## src/rtl/pwm_pkg.sv

```systemverilog
`default_nettype none
// ============================================================================
// Module      : pwm_pkg
// Description : Shared types, constants and amplitude scaling for the PWM link.
// Revision    : 1.0 - initial release
// ============================================================================
package pwm_pkg;

    localparam int AMP_W             = 8;
    localparam int DEFAULT_FRAME_LEN = 16;

    typedef enum logic [0:0] {
        SEARCH  = 1'b0,
        MEASURE = 1'b1
    } state_t;

    // floor(high*255/2^log2_len) - 128; the 17-bit product covers the largest
    // legal frame (256 clocks), and subtracting 128 is a flip of the MSB.
    function automatic logic signed [AMP_W-1:0] amp_from_high(input logic [8:0] high,
                                                              input int         log2_len);
        logic [16:0] prod;
        logic [7:0]  scaled;
        prod   = 17'(high) * 17'd255;
        scaled = 8'(prod >> log2_len);
        return {~scaled[7], scaled[6:0]};
    endfunction

endpackage
`default_nettype wire

```

## src/rtl/input_sync.sv

```systemverilog
`default_nettype none
// ============================================================================
// Module      : input_sync
// Description : Two-flop synchronizer for a single asynchronous input bit.
// Revision    : 1.0 - initial release
// ============================================================================
module input_sync (
    input  logic clock,
    input  logic reset_n,
    input  logic i_async,
    output logic o_sync
);

    logic r_meta;
    logic r_sync;

    always_ff @(posedge clock or negedge reset_n) begin
        if (!reset_n) begin
            r_meta <= 1'b0;
            r_sync <= 1'b0;
        end else begin
            r_meta <= i_async;
            r_sync <= r_meta;
        end
    end

    assign o_sync = r_sync;

endmodule
`default_nettype wire

```

## src/rtl/pwm_demod.sv

```systemverilog
`default_nettype none
// ============================================================================
// Module      : pwm_demod
// Description : Recovers a signed amplitude per PWM frame from measured high time.
// Revision    : 1.0 - initial release
// ============================================================================
module pwm_demod
    import pwm_pkg::*;
#(
    parameter int FRAME_LEN   = DEFAULT_FRAME_LEN,
    parameter int MISS_FRAMES = 4
) (
    input  logic                    clock,
    input  logic                    reset_n,
    input  logic                    pwm_in,
    output logic signed [AMP_W-1:0] amp,
    output logic                    amp_valid,
    output logic                    locked,
    output logic                    sync_err
);

    localparam int c_CNT_W  = $clog2(FRAME_LEN);
    localparam int c_HIGH_W = c_CNT_W + 1;
    localparam int c_MISS_W = $clog2(MISS_FRAMES + 1);

    localparam logic [c_CNT_W-1:0]  c_LAST     = c_CNT_W'(FRAME_LEN - 1);
    localparam logic [c_MISS_W-1:0] c_MISS_MAX = c_MISS_W'(MISS_FRAMES);

    if (FRAME_LEN < 4 || FRAME_LEN > 256 || (FRAME_LEN & (FRAME_LEN - 1)) != 0
        || MISS_FRAMES < 1) begin : g_bad_params
        $error("pwm_demod: FRAME_LEN must be a power of two in 4..256, MISS_FRAMES >= 1");
    end

    state_t                    r_state;
    logic                      r_prev;
    logic [c_CNT_W-1:0]        r_frame_cnt;
    logic [c_HIGH_W-1:0]       r_high_cnt;
    logic [c_MISS_W-1:0]       r_miss_cnt;
    logic                      r_edge_seen;
    logic signed [AMP_W-1:0]   r_amp;
    logic                      r_amp_valid;
    logic                      r_locked;
    logic                      r_sync_err;

    logic                      w_sync;
    logic                      w_rise;
    logic                      w_frame_end;
    logic [c_HIGH_W-1:0]       w_high_total;

    input_sync u_input_sync (
        .clock   (clock),
        .reset_n (reset_n),
        .i_async (pwm_in),
        .o_sync  (w_sync)
    );

    // r_frame_cnt is the index of the sample being taken this cycle;
    // r_high_cnt is the high count accumulated before it.
    assign w_rise       = w_sync & ~r_prev;
    assign w_frame_end  = (r_frame_cnt == c_LAST);
    assign w_high_total = r_high_cnt + c_HIGH_W'(w_sync);

    always_ff @(posedge clock or negedge reset_n) begin
        if (!reset_n) begin
            r_state     <= SEARCH;
            r_prev      <= 1'b0;
            r_frame_cnt <= '0;
            r_high_cnt  <= '0;
            r_miss_cnt  <= '0;
            r_edge_seen <= 1'b0;
            r_amp       <= -8'sd128;
            r_amp_valid <= 1'b0;
            r_locked    <= 1'b0;
            r_sync_err  <= 1'b0;
        end else begin
            r_prev      <= w_sync;
            r_amp_valid <= 1'b0;
            r_sync_err  <= 1'b0;
            r_locked    <= (r_state == MEASURE) && (r_miss_cnt < c_MISS_MAX);

            case (r_state)
                SEARCH: begin
                    if (w_rise) begin
                        r_state     <= MEASURE;
                        r_frame_cnt <= c_CNT_W'(1);
                        r_high_cnt  <= c_HIGH_W'(1);
                        r_miss_cnt  <= '0;
                        r_edge_seen <= 1'b1;
                    end
                end
                MEASURE: begin
                    if (w_rise && r_frame_cnt != '0) begin
                        // Misaligned edge (including on the last sample): drop
                        // the partial frame and restart on this sample.
                        r_sync_err  <= 1'b1;
                        r_frame_cnt <= c_CNT_W'(1);
                        r_high_cnt  <= c_HIGH_W'(1);
                        r_miss_cnt  <= '0;
                        r_edge_seen <= 1'b1;
                    end else begin
                        r_frame_cnt <= r_frame_cnt + 1'b1;
                        if (w_frame_end) begin
                            r_amp       <= amp_from_high(9'(w_high_total), c_CNT_W);
                            r_amp_valid <= 1'b1;
                            r_high_cnt  <= '0;
                            r_edge_seen <= 1'b0;
                            if (!r_edge_seen && r_miss_cnt < c_MISS_MAX) begin
                                r_miss_cnt <= r_miss_cnt + 1'b1;
                            end
                        end else begin
                            r_high_cnt <= w_high_total;
                            if (w_rise) begin
                                r_miss_cnt  <= '0;
                                r_edge_seen <= 1'b1;
                            end
                        end
                    end
                end
                default: r_state <= SEARCH;
            endcase
        end
    end

    a_high_range: assert property (@(posedge clock) disable iff (!reset_n)
        !(r_state == MEASURE && w_frame_end) || (w_high_total <= c_HIGH_W'(FRAME_LEN)));

    assign amp       = r_amp;
    assign amp_valid = r_amp_valid;
    assign locked    = r_locked;
    assign sync_err  = r_sync_err;

endmodule
`default_nettype wire

```

## config.mk

```make
export PLATFORM = sky130hd
export DESIGN_NAME = pwm_demod
export DESIGN_NICKNAME = d
export VERILOG_FILES = /design/src/rtl/pwm_pkg.sv /design/src/rtl/input_sync.sv /design/src/rtl/pwm_demod.sv
export SDC_FILE = /design/constraint.sdc
export NUM_CORES = 1
export LEC_CHECK = 0
export ABC_CLOCK_PERIOD_IN_PS = 4300
export BUFFER_PORTS_ARGS = -buffer_cell sky130_fd_sc_hd__buf_2
export CAP_MARGIN = 20
export CORE_AREA = 2 2 49 84
export DETAILED_ROUTE_END_ITERATION = 16
export DIE_AREA = 0 0 51 86
export MAX_ROUTING_LAYER = met4
export PLACE_DENSITY_LB_ADDON = 0.2
export SLEW_MARGIN = 20
export SYNTH_ARGS = -nofsm -noshare
export SYNTH_HDL_FRONTEND = slang
export SYNTH_SLANG_ARGS = --single-unit
```

## constraint.sdc

```tcl
create_clock -name clock -period 4.3 [get_ports clock]
set_input_delay 0.43 -clock clock [delete_from_list [all_inputs] [get_ports clock]]
set_output_delay 0.43 -clock clock [all_outputs]
set_load 0.05 [all_outputs]
```

==> flow_summary.yaml <==
routing:
  firstDrtPassIters: 4
  postRouteAntennaNets: 0
  vias: 1441
  viasPerCell: 5.337
  drtIter0Drc: 25
  drt-total-wl_um: 3963
  drcViolationCount: 0
  wire_per_inst_um: 14.68
synth:
  netlist-cell-type-count: 42
  async_reset_ff_share_pct: 100.0
  ys_seq_area_share_pct: 36.48
  synth_top_family_by_area: "adder cells"
  muxShareOfSynthArea_pct: 0.5202
  synthFlopType: "dfrtp_1"
  syn_nets: 226
  synth-adder-area-share_pct: 24.71
  synth_cells: 191
  synth_xor_area_share_pct: 6.827
  avgSynthCellArea_um2: 10.08
  synth_edf_count: 0
  synth_compound_area_share_pct: 13.85
  syn_area_um2: 1924
  synth-simple-area-share_pct: 11.44
  ys_ff_latch: 28
  ys_warn_count: 0
die:
  dieHeight_um: 86
  rows: 29
  core_um2: 3665
  start_util_pct: 52.51
  fp.dieArea_um2: 4386
  die_w_um: 51
  ioPinCount: 14
clock_tree:
  numCtsBuffers: 3
  path_clk_slew_ns: 0.09
  clock_sink_count: 28
  cts_tree: "yes"
  htreeDepth: 1
  root_buffer: "clkbuf_8"
  clock_latency_ns: 0.27
  cts_buffer_depth: 2
timing:
  grt_setup_unrepaired: "yes"
  fmax_mhz: 240.1
  hold_viol_final: 0
  finalClockSkew_ns: 0.01123
  fin_crit_sh_pct: 96.87
  setup_ws_ns: 0.1347
  drv_slew: 0
  setup_viol: 0
  whs_ns: 0.1476
  tightest_slew_ns: 0.6389
  relSlewSlack_pct: 57.32
  min_period_ns: 4.165
  fin_setup_tns_ns: 0
grt:
  gr-total-overflow: 0
  grt_max_degree: 29
  antenna_found_initial: 0
  grt_pass1_wl_um: 6727
  track_usage_pct: 20.47
  grt_pass1_vias: 1545
setup_path:
  cp.arrival_ns: 4.35
  cpMostUsedCell: "ha_4"
  path_class: "flop to flop"
  r2r.worst_path.cells: 15
  cp-end-kind: "flop"
  worstPathRequired_ns: 4.48
  cp_cell_sequence: "ha_4, ha_4, nand3_4, xor2_4, fa_1, inv_2, fa_2, fa_1, inv_2, ha_4, and3_4, a221o_1, a221oi_2, xnor2_1, o21ai_2"
  worstPathMaxFanout: 3
  startpoint_type: "flop"
  slowest_delay_ns: 0.59
  crit_slowest_cell: "fa_1"
place:
  postPlaceCellArea_um2: 2138
  gp_congestion: 0.9075
  io_buffer_count: 13
  place_ws_ns: -0.07373
  hpwlAfterDp_um: 2966
finish:
  n_fill_cell: 309
  nets: 260
  fin_area_um2: 2351
  drive_above_1_share_pct: 26.34
  area_growth_pct: 22.17
  diodes: 0
status:
  status: "complete, no violations"
worst_hold_path:
  min_path_type: "primary input to asynchronous set/reset pin"
job:
  drv_cap: 0
## layout make-up
cell class | instances | area, µm² | area share, %
multi-input combinational | 132 | 1234 | 52.47
clock buffer | 4 | 45.04 | 1.916
timing repair buffer | 32 | 207.7 | 8.834
tap | 46 | 57.56 | 2.448
inverter | 28 | 105.1 | 4.470
sequential | 28 | 701.9 | 29.86
## cell families (layout without fill, tap and decap cells)
family,Yosys count,count (layout)
buffers and inverters,31,64
adder cells (fa/ha/maj),32,32
AO/OA/AOI/OAI,39,39
XOR/XNOR,15,15
multiplexers,1,1
AND/OR/NAND/NOR,45,45
flip-flops,28,28
## flip-flops by register name (all words and copies together) (netlist names)
| name | flops |
|---|---|
| amp | 8 |
| r_high_cnt | 5 |
| r_frame_cnt | 4 |
| r_miss_cnt | 3 |
| amp_valid | 1 |
| locked | 1 |
| r_edge_seen | 1 |
| r_prev | 1 |
| r_state | 1 |
| sync_err | 1 |
| u_input_sync.o_sync | 1 |
| u_input_sync.r_meta | 1 |
## per-layer routing
metal	vias to the layer above	share of wire [%]	global-route usage [%]	wire (µm)
met5	-	0	-	0
met4	0	3.3	9.582	129
met3	10	1.5	1.916	58
met2	22	58	36.84	2292
met1	708	37	21.85	1482
li1	701	-	-	-
## worst max-delay path, delay by kind of cell (launching register included)
| kind | cells | cell delay [ns] |
|---|---|---|
| AOI/OAI and AO/OA | 3 | 0.70 |
| xor gates and xnor gates | 2 | 0.34 |
| adders and majority gates | 6 | 2.21 |
| buffers and inverters | 2 | 0.13 |
| DFF | 1 | 0.42 |
| and+or+nand+nor | 2 | 0.27 |
## placed cells by master, fill, tap and decap left out, types with 2 or more instances in the layout
cell type / Yosys / final
inv_1: 27 / 24
buf_2: 2 / 13
dfrtp_1: 27 / 27
buf_4: 0 / 19
nor2_1: 9 / 9
o21ai_0: 3 / 3
fa_1: 10 / 7
nand2_1: 16 / 16
a221o_1: 2 / 2
fa_2: 0 / 3
or3_1: 2 / 2
clkbuf_8: 0 / 3
ha_4: 0 / 5
o21ai_1: 12 / 12
a21o_1: 3 / 3
xor2_1: 7 / 5
nand3_1: 4 / 3
nor2b_1: 5 / 5
a21oi_1: 5 / 4
ha_1: 22 / 17
a31oi_1: 2 / 2
inv_2: 1 / 4
xnor2_1: 8 / 8
## Yosys cell counts, types with 2 or more instances
master,count,share of area (%)
a21oi_1,5,1.3
a221o_1,2,1.0
inv_1,27,5.3
nand2_1,16,3.1
nor2b_1,5,1.6
or3_1,2,0.65
o21ai_1,12,3.1
o21ai_0,3,0.78
fa_1,10,10
ha_1,22,14
xor2_1,7,3.2
a21o_1,3,1.2
xnor2_1,8,3.6
dfrtp_1,27,35
nor2_1,9,1.8
and3_1,2,0.65
buf_2,2,0.52
nand3_1,4,1.0
a31oi_1,2,0.65
## path summary, 6_finish.rpt
path,slack (ns),from,to
hold reg to reg,0.38,u_input_sync.r_meta,u_input_sync.o_sync
min in group clock,0.28,pwm_in,u_input_sync.r_meta
hold / removal,0.15,reset_n,r_frame_cnt[1]
setup reg to reg,0.13,u_input_sync.o_sync,amp[7]
setup / recovery,0.13,u_input_sync.o_sync,amp[7]
max in group asynchronous,3.75,reset_n,r_miss_cnt[0]
## stage by stage
| stage | utilization (%) | cells |
|---|---|---|
| final | 64.15 | 270 |
| after global routing | 64.15 | 270 |
| after CTS | 60.60 | 268 |
| after detailed placement | 58.35 | 260 |
| after global placement | 58.35 | 260 |
| after floorplan | - | 191 |
## what timing repair did
item / in CTS / in global routing
gates resized for setup: 5 / 16
setup endpoints to repair: 4 / 5
setup buffers: 4 / 2
pin swaps: 2 / 14
hold buffers: 0 / 0
Power is not shown: default switching activity piles up to over one toggle a cycle in this logic, so the estimate is an artifact.
